--- src/rtl/uart_tx_arbiter_pkg.sv ---
// Shared definitions for the UART transmit arbiter: FSM state encoding,
// default byte width and a pointer-width helper.
package uart_tx_arbiter_pkg;

    localparam int LEN_DATA_DEFAULT = 8;

    typedef enum logic [1:0] {
        IDLE      = 2'd0,
        GRANT     = 2'd1,
        SEND      = 2'd2,
        WAIT_DONE = 2'd3
    } state_t;

    // Index width for NUM_REQ requesters, never narrower than one bit.
    function automatic int ptr_width(input int n);
        return (n > 1) ? $clog2(n) : 1;
    endfunction

endpackage

--- src/rtl/uart_tx_arbiter_picker.sv ---
// rr_priority_picker: combinational cyclic first-set search starting at rr_ptr,
// returning a one-hot pick (all zeros when req is empty).
module rr_priority_picker
    import uart_tx_arbiter_pkg::*;
#(
    parameter int NUM_REQ = 2,
    parameter int PTR_W   = ptr_width(NUM_REQ)
) (
    input  logic [NUM_REQ-1:0] req,
    input  logic [PTR_W-1:0]   rr_ptr,
    output logic [NUM_REQ-1:0] pick
);

    logic [NUM_REQ-1:0] w_mask;
    logic [NUM_REQ-1:0] w_upper;
    logic [NUM_REQ-1:0] w_src;

    for (genvar g = 0; g < NUM_REQ; g++) begin : g_mask
        assign w_mask[g] = (PTR_W'(g) >= rr_ptr);
    end

    // Requests at or above the pointer win; otherwise wrap to the lowest request.
    assign w_upper = req & w_mask;
    assign w_src   = (|w_upper) ? w_upper : req;
    assign pick    = w_src & (-w_src);

endmodule

--- src/rtl/uart_tx_arbiter.sv ---
// uart_tx_arbiter: round-robin packet arbiter feeding one UART transmitter.
// Optional tx_done watchdog is built only when UART_TX_ARBITER_TIMEOUT_EN is defined.
module uart_tx_arbiter
    import uart_tx_arbiter_pkg::*;
#(
    parameter int NUM_REQ        = 2,
    parameter int LEN_DATA       = LEN_DATA_DEFAULT,
    parameter int TIMEOUT_CYCLES = 200000
) (
    input  logic                         clk,
    input  logic                         reset,
    input  logic [NUM_REQ-1:0]           req,
    input  logic [NUM_REQ-1:0]           byte_valid,
    input  logic [NUM_REQ*LEN_DATA-1:0]  byte_data,
    input  logic [NUM_REQ-1:0]           byte_last,
    output logic [NUM_REQ-1:0]           byte_ack,
    output logic [NUM_REQ-1:0]           grant,
    output logic                         tx_start,
    output logic [LEN_DATA-1:0]          uart_data_out,
    input  logic                         tx_done,
    output logic                         busy,
    output logic                         timeout_err
);

    localparam int PTR_W = ptr_width(NUM_REQ);

    state_t              r_state, w_state_next;
    logic [NUM_REQ-1:0]  r_grant, w_grant_next;
    logic [NUM_REQ-1:0]  r_ack, w_ack_next;
    logic [PTR_W-1:0]    r_owner, w_owner_next;
    logic [PTR_W-1:0]    r_rr_ptr, w_rr_ptr_next;
    logic [LEN_DATA-1:0] r_data, w_data_next;
    logic                r_last, w_last_next;
    logic                r_start, w_start_next;

    logic [NUM_REQ-1:0]  w_pick;
    logic [PTR_W-1:0]    w_pick_idx;
    logic [PTR_W-1:0]    w_ptr_after;
    logic                w_owner_valid;
    logic                w_owner_last;
    logic [LEN_DATA-1:0] w_owner_data;
    logic                w_timeout_hit;

    rr_priority_picker #(
        .NUM_REQ (NUM_REQ),
        .PTR_W   (PTR_W)
    ) u_picker (
        .req    (req),
        .rr_ptr (r_rr_ptr),
        .pick   (w_pick)
    );

    always_comb begin
        w_pick_idx = '0;
        for (int i = 0; i < NUM_REQ; i++) begin
            if (w_pick[i]) w_pick_idx = PTR_W'(i);
        end
    end

    assign w_owner_valid = byte_valid[r_owner];
    assign w_owner_last  = byte_last[r_owner];
    assign w_owner_data  = byte_data[int'(r_owner)*LEN_DATA +: LEN_DATA];
    // With a single requester this wraps to 0 every time, keeping rr_ptr at 0.
    assign w_ptr_after   = (r_owner == PTR_W'(NUM_REQ-1)) ? '0 : r_owner + PTR_W'(1);

`ifdef UART_TX_ARBITER_TIMEOUT_EN
    localparam int CNT_W = $clog2(TIMEOUT_CYCLES + 1);

    logic [CNT_W-1:0] r_wd_cnt;
    logic             r_tout;

    always_ff @(posedge clk) begin
        if (reset || (r_state != WAIT_DONE)) r_wd_cnt <= '0;
        else                                 r_wd_cnt <= r_wd_cnt + CNT_W'(1);
    end

    assign w_timeout_hit = (r_state == WAIT_DONE) && !tx_done &&
                           (r_wd_cnt == CNT_W'(TIMEOUT_CYCLES - 1));

    always_ff @(posedge clk) begin
        if (reset) r_tout <= 1'b0;
        else       r_tout <= w_timeout_hit;
    end

    assign timeout_err = r_tout;
`else
    assign w_timeout_hit = 1'b0;
    assign timeout_err   = 1'b0;
`endif

    // NOTE: every signal gets its default first so no path through the case infers a latch.
    always_comb begin
        w_state_next  = r_state;
        w_grant_next  = r_grant;
        w_owner_next  = r_owner;
        w_rr_ptr_next = r_rr_ptr;
        w_data_next   = r_data;
        w_last_next   = r_last;
        w_ack_next    = '0;
        w_start_next  = 1'b0;
        case (r_state)
            IDLE: begin
                if (|req) begin
                    w_grant_next = w_pick;
                    w_owner_next = w_pick_idx;
                    w_state_next = GRANT;
                end
            end
            GRANT: w_state_next = SEND;
            SEND: begin
                if (w_owner_valid) begin
                    w_data_next  = w_owner_data;
                    w_last_next  = w_owner_last;
                    w_ack_next   = r_grant;
                    w_start_next = 1'b1;
                    w_state_next = WAIT_DONE;
                end
            end
            WAIT_DONE: begin
                if ((tx_done && r_last) || w_timeout_hit) begin
                    w_grant_next  = '0;
                    w_rr_ptr_next = w_ptr_after;
                    w_state_next  = IDLE;
                end else if (tx_done) begin
                    w_state_next = SEND;
                end
            end
            default: w_state_next = IDLE;
        endcase
    end

    // NOTE: state registers use non-blocking assignments so every flop samples pre-edge values.
    always_ff @(posedge clk) begin
        if (reset) begin
            r_state  <= IDLE;
            r_grant  <= '0;
            r_owner  <= '0;
            r_rr_ptr <= '0;
            r_data   <= '0;
            r_last   <= 1'b0;
            r_ack    <= '0;
            r_start  <= 1'b0;
        end else begin
            r_state  <= w_state_next;
            r_grant  <= w_grant_next;
            r_owner  <= w_owner_next;
            r_rr_ptr <= w_rr_ptr_next;
            r_data   <= w_data_next;
            r_last   <= w_last_next;
            r_ack    <= w_ack_next;
            r_start  <= w_start_next;
        end
    end

    assign grant         = r_grant;
    assign byte_ack      = r_ack;
    assign tx_start      = r_start;
    assign uart_data_out = r_data;
    assign busy          = (r_state != IDLE);

endmodule
--- config.mk ---
export PLATFORM = sky130hd
export DESIGN_NAME = uart_tx_arbiter
export DESIGN_NICKNAME = d
export VERILOG_FILES = /design/src/rtl/uart_tx_arbiter_pkg.sv /design/src/rtl/uart_tx_arbiter_picker.sv /design/src/rtl/uart_tx_arbiter.sv
export SDC_FILE = /design/constraint.sdc
export NUM_CORES = 1
export LEC_CHECK = 0
export ABC_AREA = 1
export BUFFER_PORTS_ARGS = -buffer_cell sky130_fd_sc_hd__buf_2
export CAP_MARGIN = 20
export CORE_MARGIN = 1
export CORE_UTILIZATION = 45
export CTS_BUF_LIST = sky130_fd_sc_hd__clkbuf_8
export CTS_CLUSTER_DIAMETER = 80
export DETAILED_ROUTE_END_ITERATION = 12
export PLACE_DENSITY = 0.77
export SETUP_SLACK_MARGIN = 0.2
export SYNTH_ARGS = -nofsm -noshare
export SYNTH_HDL_FRONTEND = slang
export SYNTH_SLANG_ARGS = --single-unit
--- constraint.sdc ---
create_clock -name clk -period 1.56 [get_ports clk]
set_clock_uncertainty 0.2 [all_clocks]
set_input_delay 0 -clock clk [delete_from_list [all_inputs] [get_ports clk]]
set_output_delay 0 -clock clk [all_outputs]
set_load 0.005 [all_outputs]
### Word level (Yosys, flattened, before mapping)

Cells that the tools add are included.

* logic and storage cells: 54
* bits of input ports: 25
* register bits after elaboration: 18
* output and inout bits: 15

* bitwise logic cells: 4
* reduce and logical (&&, ||, !) cells: 13
* multiplexer cells: 16
* $add $sub $neg: 2
* order comparisons: 3
* eq/ne operators: 7
* shift-type cells: 1

Operator list (number)
* indexed part select 16 x 5 -> 8 bit: 1
* 2-to-1 mux 2 bit: 7
* case mux 2 bit (4 select lines): 1
* 2-to-1 mux 1 bit: 7
* inequality test 2 bit, second input constant: 3
* AND reduction 2 bit: 3
* AND reduction 3 bit: 2
* OR reduction 2 bit: 3
* bitwise AND 2 bit: 2
* == test 2 bit, second input constant: 2
* case mux 2 bit (2 select lines): 1
* nonzero test 2 bit: 2
* inequality test 3 bit, second input constant: 1
* OR reduction 3 bit: 1
* == test 2 x 1 -> 1 bit, second input constant: 1
* greater-or-equal comparator 1 bit, first input constant: 2
* zero test 2 bit: 1
* less-than comparator 1 x 2 -> 1 bit, second input constant: 1
* negator 2 bit: 1
* NOT 1 bit: 2
* adder 1 bit, second input constant: 1
* logical AND 1 bit: 1

### Depth between registers and ports, before layout

Gate-level depths: netlist of the first run.

* depth after elaboration: 8
* depth in mapped cells: 8
* gate-level depth less buffers: 7

### Hierarchy

Synthesis of the first run repeated with hierarchy kept, for this count alone.

* cell total of the unflattened synthesis: 150
* area total of the unflattened synthesis: 938.4 um^2

By module, submodules not included
* uart_tx_arbiter: sequential area each 360.3 um^2, times used 1, cells an instance 146, area each 910.9 um^2
* rr_priority_picker: sequential area each 0.0 um^2, times used 1, cells an instance 4, area each 27.5 um^2

### Least setup slack after synthesis of the first run

Ideal clock, no wire load.

* path type: reg-to-reg
* start point: register r_owner
* end point: register r_last
* required time: 1247 ps
* path buffers: 1
* period minus slack after synthesis: 1187 ps
* arrival: 874 ps
* setup slack: 373 ps
* cell stages (with the launch flop): 8
* setup time: 113 ps
* cells stage by stage: dfxtp_1 -> inv_2 -> nand2_2 -> nand2_1 -> nand2_2 -> buf_6 -> nor2_1 -> nor2_1

* longest elaborated chain between the ends: 3

Ends and longest elaborated chain
* start, declared: line uart_tx_arbiter.sv:30 `logic [PTR_W-1:0] r_owner, w_owner_next;`
* start signal, assigned: line uart_tx_arbiter.sv:146 `r_owner <= w_owner_next;`
* 2-to-1 mux 1 bit (not written as such) (2 in series): line uart_tx_arbiter.sv:60 `assign w_owner_valid = byte_valid[r_owner];`
* AND reduction 2 bit (no source line)
* end signal, assigned: line uart_tx_arbiter.sv:149 `r_last <= w_last_next;`
* end, declared: line uart_tx_arbiter.sv:33 `logic r_last, w_last_next;`

Several ways; a longest one is shown, not always the timed one. The select of a mux whose other input is x is not followed.
A chain may end at the register's enable or synchronous reset.

### Worst setup path after layout of the first run

* start point: register r_state[0]
* end point: output busy

* longest elaborated chain between the ends: 1

Ends and longest elaborated chain
* start, declared: line uart_tx_arbiter.sv:27 `state_t r_state, w_state_next;`
* start signal, assigned: line uart_tx_arbiter.sv:144 `r_state <= w_state_next;`
* nonzero test 2 bit: line uart_tx_arbiter.sv:159 `assign busy = (r_state != IDLE);`
* end, declared: line uart_tx_arbiter.sv:21 `output logic busy,`

Every way passes these cells.

==> results of run 1 <==
-- how the worst min path moves through the flow --
stage / from / endpoint / slack, ns
2_1_floorplan: req[0] / grant[0] / -0.04
3_3_place_gp: reset / grant[1] / 0.08
3_5_place_dp: reset / grant[1] / 0.09
4_1_cts: grant[0] / grant[0] / 0.29
5_1_grt: grant[0] / byte_ack[0] / 0.33
6_report: grant[0] / grant[0] / 0.29
-- metrics by stage --
stage	hold slack, ns	instance area, um2	setup WS, ns
floorplan	-0.0351	872	0.373
global placement	0.0841	1060	0.215
detailed placement	0.0864	1060	0.138
CTS	0.294	1360	0.226
global route	0.329	1390	0.194
finish	0.293	1390	0.269
-- cells by family (layout without fill, tap and decap cells) --
family,after synthesis,in the layout
other,1,1
AND/OR/NAND/NOR,89,90
flip-flops,18,18
buffers and inverters,23,85
AO/OA/AOI/OAI,7,7
-- power breakdown --
part / internal [W] / switching, W
combinational: 0.000129 / 0.000136
clock: 0.000224 / 0.000158
sequential: 0.000492 / 0.0000220
total: 0.000846 / 0.000316
-- per-layer routing --
metal,global-route usage,vias to the layer above
met1,0.260,463
met3,0.0437,8
met2,0.442,35
li1,-,532
met4,0.124,0
met5,0,-
-- state kept, by name, indices dropped and copies added, names as in the netlist --
| signal | cells |
|---|---|
| r_rr_ptr | 1 |
| r_state | 2 |
| grant | 2 |
| byte_ack | 2 |
| uart_data_out | 8 |
| r_owner | 1 |
| tx_start | 1 |
| r_last | 1 |
-- Yosys cell counts (all sizes together) --
cell type / number
conb: 1
nor3: 1
buf: 6
nand2: 58
a21oi: 4
nor3b: 2
nor2: 23
inv: 17
dfxtp: 18
nand3: 5
o21ai: 3
-- repair_timing --
action / CTS / global route
pin swaps: 0 / 1
setup endpoints to repair: 10 / 12
hold buffers: 24 / 0
hold endpoints to repair: 18 / 0
cloned: 0 / 1
gates resized for setup: 1 / 6
-- cell type report --
type                       count  area [um2]  area share
clock buffer                   4        55.1      0.0396
sequential                    18         362       0.260
timing repair buffer          64         445       0.320
tap                           25        31.3      0.0225
multi-input combinational     98         429       0.309
inverter                      17        67.6      0.0486
-- worst max-delay path: stages (launching register included) --
cell     delay, ns
dfxtp_1       0.37
nor2_1        0.25
inv_1         0.09
buf_2         0.13
==> results.sh, run 1 <==
export IMPL_hold_depth=2
export IMPL_diodes=0
export IMPL_crit_end="busy"
export IMPL_end_kind="primary output"
export IMPL_io_buffers=38
export IMPL_clk_path_buf_depth=2
export IMPL_netlist_top_cells_area="dfxtp_1 (41%), nand2_1 (24%), nor2_1 (9.9%), inv_1 (6.9%), nand3_1 (2.9%)"
export IMPL_startpoint="r_state[0]"
export IMPL_finalHoldViolCount=0
export IMPL_wl_met2_um=1270
export IMPL_cellPowerDensity_nw_per_um2=836
export IMPL_tns_ns=0
export IMPL_reg2regPathDepth=4
export IMPL_synth_seq_cells=18
export IMPL_rsz0062_at_grt="yes"
export IMPL_routedWlPerCell_um=11.1
export IMPL_timing_rr_end="r_state[0]"
export IMPL_top_layer_used="met4"
export IMPL_synth_cells=138
export IMPL_synth_top_family_by_area="simple AND/OR/NAND/NOR gates"
export IMPL_die_w_um=46.0
export IMPL_detail_route_antenna_nets=0
export IMPL_viasPerCell=4.59
export IMPL_r2r_slack_ns=0.27
export IMPL_clk_pin_slew_ns=0.07
export IMPL_grtUsageTotal=0.242
export IMPL_worst_ep_arrival_time_ns=1.09
export IMPL_syn_num_nets=163
export IMPL_grt_pass1_vias=938
export IMPL_place_congestion=0.752
export IMPL_yosysSeqAreaShare=0.413
export IMPL_cts_sinks=18
export IMPL_syn_avg_cell_area_um2=6.32
export IMPL_vias=1038
export IMPL_setup_viol=0
export IMPL_dp_cells=197
export IMPL_dieArea_um2=2120
export IMPL_yosysTopAreaCell="dfxtp_1"
export IMPL_die_y_um=46.0
export IMPL_ys_types=15
export IMPL_drt_wl_total_um=2500
export IMPL_nets=227
export IMPL_total_leakage_power_nw=0.775
export IMPL_hold_class="reg2reg"
export IMPL_final_period_utilization=0.828
export IMPL_antenna_found_initial=0
export IMPL_criticalPathCategory="reg2out"
export IMPL_synth_compound_area_share=0.0402
export IMPL_synth_fa_ha_area_frac=0
export IMPL_post_dp_hpwl_um=1400
export IMPL_route_layer_met1_wl_um=1010
export IMPL_start_util=0.494
export IMPL_finalNonFillerCells=226
export IMPL_muxShareOfSynthArea=0
export IMPL_syn_to_final_growth_pct=59.4
export IMPL_synth_area_um2=872
export IMPL_yosysWarningCount=0
export IMPL_dr_pass1_iters=5
export IMPL_drtIter0Drc=13
export IMPL_pin_count=40
export IMPL_final_util=0.788
export IMPL_grt_max_degree=22
export IMPL_finalMaxSlewViolations=0
export IMPL_synth_top_area_share=0.413
export IMPL_finalPower_w=0.00116
export IMPL_rr_startpoint="r_state[0]"
export IMPL_maxCapViolations=0
export IMPL_root_buffer="clkbuf_8"
export IMPL_startpoint_type="flop"
export IMPL_status="finished clean"
export IMPL_final_common_cell="nand2_1"
export IMPL_drive_gt1_frac=0.269
export IMPL_timing_fmax_mhz=775
export IMPL_required_ns=1.36
export IMPL_min_period_ns=1.29
export IMPL_drc=0
export IMPL_postCtsSetupBuffers=0
export IMPL_grt_pass1_wl_um=3660
export IMPL_critical_path_max_fanout=5
export IMPL_core_area_um2=1760
export IMPL_wl_met3_um=150
export IMPL_grt_overflow=0
export IMPL_cts_htree_levels=1
export IMPL_n_fill_cell=144
export IMPL_placementRows=15
export IMPL_synthXorXnorAreaFrac=0
export IMPL_synth_simple_gate_area_frac=0.418
export IMPL_layout_common_cells="nand2_1 (55), buf_2 (38), dlygate4sd3_1 (24)"
export IMPL_vdd_drop_max_v=0.000559
export IMPL_cts_tree="built"
export IMPL_clk_latency_ns=0.25
export IMPL_cts_buffers=3
Note: power is estimated with default switching activity, not from simulation.
==> run 2: changes to the inputs <==
clock period = 1.2 ns   (was 1.56 ns; I/O delays follow)
==> run 2 against run 1 <==
Total power rose by 44%. Highest routed layer unchanged. Register-to-register slack worse by 0.34 ns. First-iteration DRC count rose to 5.0 times the previous value. Wire length rose by 34%. Core utilization up 7.7 points. Critical path type is now reg2reg. Non-clock buffer count increased by 4. Final cell count increased by 1.3%. Sequential share of layout area shrank 1.6 points. The flow now finishes with violations (negative hold slack, negative setup slack). Count of clock-buffer cells in the layout stayed put.
==> results.sh, run 2 (synthesis results as in run 1) <==
export IMPL_violations="negative hold slack, negative setup slack"
export IMPL_start_util=0.494
export IMPL_drtIter0Drc=65
export IMPL_clockPowerShare=0.307
export IMPL_layout_common_cells="nand2_1 (49), buf_2 (37), dlygate4sd3_1 (21)"
export IMPL_seqPwrFrac=0.407
export IMPL_cts_sinks=18
export IMPL_placementRows=15
export IMPL_cts_htree_levels=1
export IMPL_grt_pass1_wl_um=4480
export IMPL_criticalPathCategory="reg2reg"
export IMPL_finalHoldViolCount=6
export IMPL_worst_ep_arrival_time_ns=1.22
export IMPL_drt_wl_total_um=3360
export IMPL_finalMaxSlewViolations=0
export IMPL_antenna_found_initial=0
export IMPL_startpoint_type="flop"
export IMPL_critical_path_max_fanout=21
export IMPL_end_kind="flop"
export IMPL_setup_ws_ns=-0.0699
export IMPL_final_common_cell="nand2_1"
export IMPL_grt_overflow=0
export IMPL_post_dp_hpwl_um=1410
export IMPL_p_sw_w=0.000500
export IMPL_diodes=0
export IMPL_required_ns=1.15
export IMPL_vdd_drop_max_v=0.000886
export IMPL_clk_latency_ns=0.26
export IMPL_root_buffer="clkbuf_8"
export IMPL_p_sw_frac=0.300
export IMPL_place_ws_ns=0.00955
export IMPL_holdWs_ns=-0.126
export IMPL_rr_startpoint="r_owner"
export IMPL_maxCapViolations=0
export IMPL_min_period_ns=1.27
export IMPL_dr_pass1_iters=5
export IMPL_final_period_utilization=1.06
export IMPL_timing_fmax_mhz=787
export IMPL_clk_pin_slew_ns=0.08
export IMPL_total_leakage_power_nw=0.815
export IMPL_setup_viol=12
export IMPL_hold_depth=4
export IMPL_grt_max_degree=22
export IMPL_drive_gt1_frac=0.392
export IMPL_combPwrFrac=0.286
export IMPL_cp_slowest_stage_delay_ns=0.37
export IMPL_die_w_um=46.0
export IMPL_intPower_w=0.00117
export IMPL_largest_reg_flops=8
export IMPL_timing_rr_end="r_last"
export IMPL_dieArea_um2=2120
export IMPL_final_util=0.865
export IMPL_hold_end="r_state[0]"
export IMPL_reg2regPathDepth=7
export IMPL_n_fill_cell=104
export IMPL_vias=1155
export IMPL_nets=230
export IMPL_cellPowerDensity_nw_per_um2=1090
export IMPL_cts_tree="built"
export IMPL_grtUsageTotal=0.302
export IMPL_r2r_slack_ns=-0.07
export IMPL_pin_count=40
export IMPL_clk_path_buf_depth=2
export IMPL_drc=0
export IMPL_place_congestion=0.753
export IMPL_status="finished, violations left"
export IMPL_syn_to_final_growth_pct=75.0
export IMPL_io_buffers=38
export IMPL_detail_route_antenna_nets=0
export IMPL_cpMaxStageDelayCell="dfxtp_4"
export IMPL_core_area_um2=1760
export IMPL_min_delay_start="tx_done"
export IMPL_rsz0062_at_grt="yes"
export IMPL_cts_buffers=3
export IMPL_viasPerCell=5.04
export IMPL_grt_pass1_vias=1084
export IMPL_die_y_um=46.0
export IMPL_path_cells="inv_4, nand2_4, nand2_2, nand2_2, buf_12, nor2_1, nor2_1"
export IMPL_routedWlPerCell_um=14.7
export IMPL_hold_class="in2reg"
## run 2: changes by cell type in the layout (fill, tap and decap cells not counted), moves of 4 or more
cell,previous run,this run
buf_6,0,4
nand2_1,55,49
nand2_2,2,6
nand3_1,5,1
## run 2: critical path: cells and delay by family (launching register included)
family,cells,cell delay [ns]
DFF,1,0.37
and+or+nand+nor,5,0.37
buffers and inverters,2,0.21
## run 2: per-stage QoR
stage / cell area, um2 / total power, W / TNS, ns / std cells
3_3_place_gp: 1110 / 0.000955 / 0 / 199
6_report: 1530 / 0.00167 / -0.308 / 229
2_1_floorplan: 888 / 0.000857 / 0 / 138
3_5_place_dp: 1110 / 0.000962 / 0 / 199
5_1_grt: 1530 / 0.00174 / -0.918 / 229
4_1_cts: 1440 / 0.00155 / -0.00135 / 227
## run 2: what timing repair did
action                                  CTS  global route
setup buffers                             2             3
hold buffers                             22             2
pin swaps                                 2             6
endpoints found under the setup margin   19            20
resized for setup                        14            18
hold endpoints to repair                 18             8
## run 2: layout make-up
class | count | area [um2] | share of cell area
tap | 25 | 31.3 | 0.0205
multi-input combinational | 97 | 503 | 0.330
inverter | 17 | 66.3 | 0.0434
timing repair buffer | 68 | 498 | 0.326
clock buffer | 4 | 55.1 | 0.0361
sequential | 18 | 373 | 0.244
## run 2: power by group through the flow
stage               combinational [W]  sequential, W  clock [W]
floorplan                    0.000172       0.000686          0
global placement             0.000272       0.000683          0
detailed placement           0.000277       0.000685          0
CTS                          0.000375       0.000675   0.000503
global route                 0.000515       0.000683   0.000544
finish                       0.000477       0.000680   0.000513
## run 2: layer usage
metal  global-route usage  vias up  wire (um)
li1                     -      537          -
met1                0.319      513       1210
met3               0.0595       19        266
met2                0.544       86       1750
met4                0.176        0        138
met5                    0        -          0
## run 2: worst max-delay path by stage
stage | to | from | cells past startpoint
2_1_floorplan | r_last | r_owner | 7
3_3_place_gp | uart_data_out[6] | r_state[1] | 6
3_5_place_dp | r_last | r_state[1] | 7
4_1_cts | r_last | r_owner | 8
5_1_grt | uart_data_out[1] | r_owner | 8
6_report | r_last | r_owner | 7
